<file path="src/rtl/sample_resp_misr_if.sv">
// ---------------------------------------------------------------------------
// sample_resp_misr_if
// Purpose : Groups the handshake and data signals of the response compactor.
//           The compactor itself connects through the slave modport. The
//           driving side (upstream capture logic or bench) uses master.
// Signals :
//   start     - request a new compaction run (single-cycle pulse)
//   resp_i    - response vector {b_inv1, a_inv2, a_inv1, po_3..po_0}
//   sig_o     - signature register
//   sig_valid - signature is final and stable
//   sig_ack   - consumer accepts the signature
//   busy      - compaction run in progress
//   err       - sticky flag, a start request was rejected
// ---------------------------------------------------------------------------
interface sample_resp_misr_if #(
  parameter int WIDTH = 7
);
  logic             start;
  logic [WIDTH-1:0] resp_i;
  logic [WIDTH-1:0] sig_o;
  logic             sig_valid;
  logic             sig_ack;
  logic             busy;
  logic             err;

  modport master (
    output start,
    output resp_i,
    output sig_ack,
    input  sig_o,
    input  sig_valid,
    input  busy,
    input  err
  );

  modport slave (
    input  start,
    input  resp_i,
    input  sig_ack,
    output sig_o,
    output sig_valid,
    output busy,
    output err
  );
endinterface

</file>
<file path="src/rtl/sample_resp_misr.sv">
// ---------------------------------------------------------------------------
// sample_resp_misr
// Purpose : Response compactor for the sample logic block. It folds WINDOW
//           consecutive response vectors into a Galois-style multiple-input
//           signature register (MISR). The final signature is then offered
//           through a valid/ack handshake.
// Ports   :
//   clk    - clock, all state changes on the rising edge
//   rst_n  - asynchronous active-low reset
//   bus    - sample_resp_misr_if.slave
//            (start, resp_i, sig_ack in; sig_o, sig_valid, busy, err out)
// Parameters:
//   WIDTH  - response / signature width
//   POLY   - feedback mask, XORed in when the shifted-out MSB is 1
//   SEED   - signature value loaded when a run is accepted
//   WINDOW - number of response samples per run (>= 2)
// ---------------------------------------------------------------------------
module sample_resp_misr #(
  parameter int               WIDTH  = 7,
  parameter logic [WIDTH-1:0] POLY   = 7'h03,
  parameter logic [WIDTH-1:0] SEED   = 7'h01,
  parameter int               WINDOW = 16
) (
  input  logic                   clk,
  input  logic                   rst_n,
  sample_resp_misr_if.slave      bus
);

  localparam int            CNT_W    = $clog2(WINDOW);
  localparam logic [CNT_W-1:0] CNT_LAST = CNT_W'(WINDOW - 1);

  typedef enum logic [1:0] {
    IDLE = 2'd0,
    RUN  = 2'd1,
    DONE = 2'd2
  } state_t;

  state_t           r_state;
  state_t           w_next_state;
  logic [WIDTH-1:0] r_sig;
  logic [CNT_W-1:0] r_cnt;
  logic             r_err;

  // Accepted / rejected start decodes, produced alongside the next state
  logic             w_accept;
  logic             w_reject;
  logic [WIDTH-1:0] w_sig_step;
  logic             w_sig_valid;
  logic             w_busy;

  // ------------------------------------------------------------------------
  // State register
  // ------------------------------------------------------------------------
  always_ff @(posedge clk or negedge rst_n) begin
    if (!rst_n) begin
      r_state <= IDLE;
    end else begin
      r_state <= w_next_state;
    end
  end

  // ------------------------------------------------------------------------
  // Next-state logic.
  // A start in DONE is only honoured together with sig_ack; that pairing
  // gives a back-to-back run without an IDLE bubble. Any other start outside
  // IDLE is rejected.
  // ------------------------------------------------------------------------
  always_comb begin
    w_next_state = r_state;
    w_accept     = 1'b0;
    w_reject     = 1'b0;
    unique case (r_state)
      IDLE: begin
        if (bus.start) begin
          w_next_state = RUN;
          w_accept     = 1'b1;
        end
      end
      RUN: begin
        if (bus.start) begin
          w_reject = 1'b1;
        end
        if (r_cnt == CNT_LAST) begin
          w_next_state = DONE;
        end
      end
      DONE: begin
        if (bus.sig_ack) begin
          if (bus.start) begin
            w_next_state = RUN;
            w_accept     = 1'b1;
          end else begin
            w_next_state = IDLE;
          end
        end else if (bus.start) begin
          w_reject = 1'b1;
        end
      end
      default: begin
        w_next_state = IDLE;
      end
    endcase
  end

  // ------------------------------------------------------------------------
  // Output decode. Both flags come straight from the state register, so no
  // path exists from resp_i to any output.
  // ------------------------------------------------------------------------
  always_comb begin
    w_sig_valid = 1'b0;
    w_busy      = 1'b0;
    unique case (r_state)
      RUN:     w_busy      = 1'b1;
      DONE:    w_sig_valid = 1'b1;
      default: begin
        w_sig_valid = 1'b0;
        w_busy      = 1'b0;
      end
    endcase
  end

  // One MISR step: shift left, fold the dropped MSB back through POLY,
  // then mix in the current response vector.
  assign w_sig_step = {r_sig[WIDTH-2:0], 1'b0}
                    ^ (r_sig[WIDTH-1] ? POLY : '0)
                    ^ bus.resp_i;

  // ------------------------------------------------------------------------
  // Signature register and sample counter. The counter only advances in RUN.
  // It reaches CNT_LAST on the final sample and is cleared on every accepted
  // start, so it never wraps inside a run.
  // ------------------------------------------------------------------------
  always_ff @(posedge clk or negedge rst_n) begin
    if (!rst_n) begin
      r_sig <= '0;
      r_cnt <= '0;
    end else if (w_accept) begin
      r_sig <= SEED;
      r_cnt <= '0;
    end else if (r_state == RUN) begin
      r_sig <= w_sig_step;
      r_cnt <= r_cnt + CNT_W'(1);
    end
  end

  // ------------------------------------------------------------------------
  // Sticky rejected-start flag. Only reset clears it.
  // ------------------------------------------------------------------------
  always_ff @(posedge clk or negedge rst_n) begin
    if (!rst_n) begin
      r_err <= 1'b0;
    end else if (w_reject) begin
      r_err <= 1'b1;
    end
  end

  assign bus.sig_o     = r_sig;
  assign bus.sig_valid = w_sig_valid;
  assign bus.busy      = w_busy;
  assign bus.err       = r_err;

endmodule

</file>
<file path="src/flat_wrapper.sv">
// flat-port wrapper written by rule: the top's interface ports become plain ports
module sample_resp_misr_flat 
#(
  parameter int               WIDTH  = 7,
  parameter logic [WIDTH-1:0] POLY   = 7'h03,
  parameter logic [WIDTH-1:0] SEED   = 7'h01,
  parameter int               WINDOW = 16
)
  (clk, rst_n, bus_start, bus_resp_i, bus_sig_ack, bus_sig_o, bus_sig_valid, bus_busy, bus_err);
  sample_resp_misr_if #(.WIDTH(WIDTH)) bus_i ();
  input  logic clk;
  input  logic rst_n;
  input wire logic [$bits(bus_i.start)-1:0] bus_start;
  input wire logic [$bits(bus_i.resp_i)-1:0] bus_resp_i;
  input wire logic [$bits(bus_i.sig_ack)-1:0] bus_sig_ack;
  output wire logic [$bits(bus_i.sig_o)-1:0] bus_sig_o;
  output wire logic [$bits(bus_i.sig_valid)-1:0] bus_sig_valid;
  output wire logic [$bits(bus_i.busy)-1:0] bus_busy;
  output wire logic [$bits(bus_i.err)-1:0] bus_err;
  assign bus_i.start = bus_start;
  assign bus_i.resp_i = bus_resp_i;
  assign bus_i.sig_ack = bus_sig_ack;
  assign bus_sig_o = bus_i.sig_o;
  assign bus_sig_valid = bus_i.sig_valid;
  assign bus_busy = bus_i.busy;
  assign bus_err = bus_i.err;
  sample_resp_misr #(.WIDTH(WIDTH), .POLY(POLY), .SEED(SEED), .WINDOW(WINDOW)) u_core (.clk(clk), .rst_n(rst_n), .bus(bus_i));
endmodule
</file>
<file path="config.mk">
export PLATFORM = sky130hd
export DESIGN_NAME = sample_resp_misr_flat
export DESIGN_NICKNAME = d
export VERILOG_FILES = /design/src/rtl/sample_resp_misr_if.sv /design/src/rtl/sample_resp_misr.sv /design/src/flat_wrapper.sv
export SDC_FILE = /design/constraint.sdc
export NUM_CORES = 1
export LEC_CHECK = 0
export BUFFER_PORTS_ARGS = -buffer_cell sky130_fd_sc_hd__buf_2
export CELL_PAD_IN_SITES_DETAIL_PLACEMENT = 1
export CELL_PAD_IN_SITES_GLOBAL_PLACEMENT = 1
export CORE_MARGIN = 2
export CORE_UTILIZATION = 40
export CTS_BUF_LIST = sky130_fd_sc_hd__clkbuf_4
export DETAILED_ROUTE_END_ITERATION = 10
export HOLD_SLACK_MARGIN = 0.12
export PLACE_DENSITY_LB_ADDON = 0.15
export SLEW_MARGIN = 20
export SYNTH_ARGS = -nofsm -noshare
export SYNTH_HDL_FRONTEND = slang
export SYNTH_SLANG_ARGS = --single-unit
</file>
<file path="constraint.sdc">
create_clock -name clk -period 1.8 [get_ports clk]
set_input_delay 0.18 -clock clk [delete_from_list [all_inputs] [get_ports clk]]
set_output_delay 0.18 -clock clk [all_outputs]
set_load 0.1 [all_outputs]
</file>
==> run summary <==
outcome = finished clean
Achievable Freq = 609 MHz
Min Clock Period, post-route = 1.64 ns
fill count = 214
met3 Use GR = 0.0566
H-tree depth = 1
Hold Vio Cnt, Final = 0
Setup CP Type = register to register
met2 usage = 0.278
syn nets = 89
Area Growth Syn to Fin = 28.9%
Slew Limit Fails = 0
largest net degree at the start of global routing = 20
Min-Delay Path Depth = 3
Reg2Reg Launch Point = u_core.r_state[1]
crit-path cells = buf_4, ha_4, a222oi_1, mux2_2
reg2reg setup slack = 0.16 ns
Die X = 47.6 um
total number of vias = 577
Ant. Diodes = 0
Slew HR = 0.678
Die Area = 0.00227 mm^2
Syn Inst Count = 71
GRT overflow = 0
CTS tree = done
slowest stage cell, crit path = dfrtp_2
share of cells above drive strength 1 = 0.344
total CTS buffers = 3
WL/cell = 13.2 um
DRT iter0 DRCs = 3
Post-Route Skew = 0.00856 ns
# IOs = 21
RSZ-0062 raised after global routing = no
Avg Inst Size Synth = 10.7 um^2
max incr delay on CP = 0.42 ns
Cell variety after synth = 20
crit path max fanout = 3
Post-Place Cells = 115
Initial Utilization = 0.432
Worst setup EP type = register
Worst Path Required = 1.96 ns
Core Region = 0.00176 mm^2
vias in the first global route = 551
reg-to-reg endpoint = u_core.r_state[0]
setup violators final = 0
Clock Sinks = 14
post-synthesis sequential area ratio = 0.460
#FFs+latches synth = 14
Final #Nets = 115
Via density = 4.77
synth warn = 0
clk slew on worst S/H paths = 0.09 ns
GRT met1 Usage = 0.194
critical path data arrival time = 1.80 ns
DRT Wirelength = 1600 um
Post-DRT Antenna Nets = 0
Final Wtd Congestion = 0.791
number of buffers added on ports = 20
Longest Clk Path Bufs = 2
first-pass GRT wire length = 2460 um
hold_sp = bus_start
Max Cap Viol = 0
Die Height = 47.6 um
Setup TNS = 0 ns
layer with the highest usage = met2
number of cells on the worst reg-to-reg path = 4
Synth Cell Area = 762 um^2
CTS Root Cell = clkbuf_4
multi-input logic area = 410 um^2
Residual DRC = 0
Final period util = 0.912
Hold Crit Class = input port to register
WHS Endpoint = u_core.bus.err
area share of the largest cell type after synthesis = 0.460
synth top area cells = dfrtp_1, ha_1, xnor2_1, nor2_1, a211oi_1
crit start category = register
worst-skew pair later-pin latency = 0.28 ns
sequential cell area = 352 um^2
Finished Layout Cells = 121
total track usage = 0.161
# rows = 15
Worst-Margin Slew = 0.486 ns
area leader, netlist = dfrtp_1
1st-pass router iterations = 4
initial antenna violation count = 0
-- worst max-delay path, delay by kind of cell (launching register included) --
kind	cells	cell delay, ns
AO/OA/AOI/OAI	1	0.42
adder cells (fa/ha/maj)	1	0.15
buffers and inverters	1	0.15
flip-flops	1	0.42
multiplexers	1	0.39
-- per-stage QoR --
| stage | hold slack, ns | utilization | setup WS [ns] | cell area [um^2] |
|---|---|---|---|---|
| 2_1_floorplan | -0.116 | - | 0.0115 | 787 |
| 3_3_place_gp | 0.0939 | 0.530 | 0.0882 | 935 |
| 3_5_place_dp | 0.101 | 0.530 | 0.0300 | 935 |
| 4_1_cts | 0.166 | 0.550 | 0.0232 | 971 |
| 5_1_grt | 0.168 | 0.557 | 0.0644 | 982 |
| 6_report | 0.167 | 0.557 | 0.159 | 982 |
-- cell families (layout without fill, tap and decap cells) --
logic type                 after synthesis  in the layout  synth area share
buffers and inverters                    7             32            0.0378
DFF                                     14             14             0.460
adders and majority gates                7              7             0.115
and+or+nand+nor                         18             18            0.0969
muxes                                    4              4            0.0558
AOI/OAI and AO/OA                       11             11             0.100
xor gates and xnor gates                10             10             0.135
-- sequential cells by signal (all words and copies together), names as in the netlist --
name,flops
u_core.r_state,2
u_core.bus.sig_o,7
u_core.r_cnt,4
u_core.bus.err,1
-- Yosys cell counts, drive strengths merged --
master	instances
a211oi	5
a21oi	3
a222oi	1
a31oi	1
buf	2
clkbuf	1
dfrtp	14
ha	7
inv	4
mux2	2
mux2i	2
nand2	2
nand3	1
nand4	1
nor2	13
o21bai	1
or2	1
xnor2	7
xor2	2
xor3	1
-- area by class of cell --
type	instances	share of cell area
multi-input cells	50	0.418
flip-flops and latches	14	0.358
repair buffers	24	0.150
well taps	25	0.0318
clock buffers	3	0.0229
inverters	4	0.0153
clock inverters	1	0.00382
-- placed cells by master (no fill, tap or decap) --
| master | synthesis | layout |
|---|---|---|
| buf_2 | 2 | 19 |
| dfrtp_1 | 14 | 13 |
| nor2_1 | 13 | 12 |
| xnor2_1 | 7 | 7 |
| a211oi_1 | 5 | 5 |
| ha_1 | 7 | 5 |
| inv_1 | 4 | 4 |
| a21oi_1 | 3 | 3 |
| clkbuf_4 | 0 | 3 |
| buf_4 | 0 | 3 |
| mux2_2 | 2 | 2 |
| xor2_1 | 2 | 2 |
| mux2i_1 | 2 | 2 |
| nand2_1 | 2 | 2 |
| ha_4 | 0 | 2 |
| a31oi_1 | 1 | 1 |
| nor2_2 | 0 | 1 |
| nand3_1 | 1 | 1 |
| a222oi_1 | 1 | 1 |
| nand4_1 | 1 | 1 |
| xor3_1 | 1 | 1 |
| o21bai_1 | 1 | 1 |
| or2_2 | 1 | 1 |
| clkinv_1 | 0 | 1 |
| dlygate4sd3_1 | 0 | 1 |
| buf_12 | 0 | 1 |
| dfrtp_2 | 0 | 1 |
-- routing by layer --
metal | up-vias | wire [um]
met2 | 13 | 835
li1 | 289 | -
met5 | - | 0
met1 | 273 | 670
met4 | 0 | 11
met3 | 2 | 77
-- what timing repair did --
item | CTS | global route
resized for setup | 0 | 2
hold endpoints to repair | 14 | 0
setup buffers | 0 | 1
hold buffers | 1 | 0
endpoints found under the setup margin | 0 | 13
-- worst max path at each step --
stage,end,from
4_1_cts,u_core.r_state[0],u_core.r_state[1]
2_1_floorplan,u_core.r_state[0],u_core.r_state[1]
3_5_place_dp,u_core.r_state[0],u_core.r_state[1]
5_1_grt,u_core.r_state[1],u_core.r_state[1]
6_report,u_core.r_state[0],u_core.r_state[1]
3_3_place_gp,u_core.r_state[1],u_core.r_state[1]
Power is not shown: default switching activity piles up to over one toggle a cycle in this logic, so the estimate is an artifact.
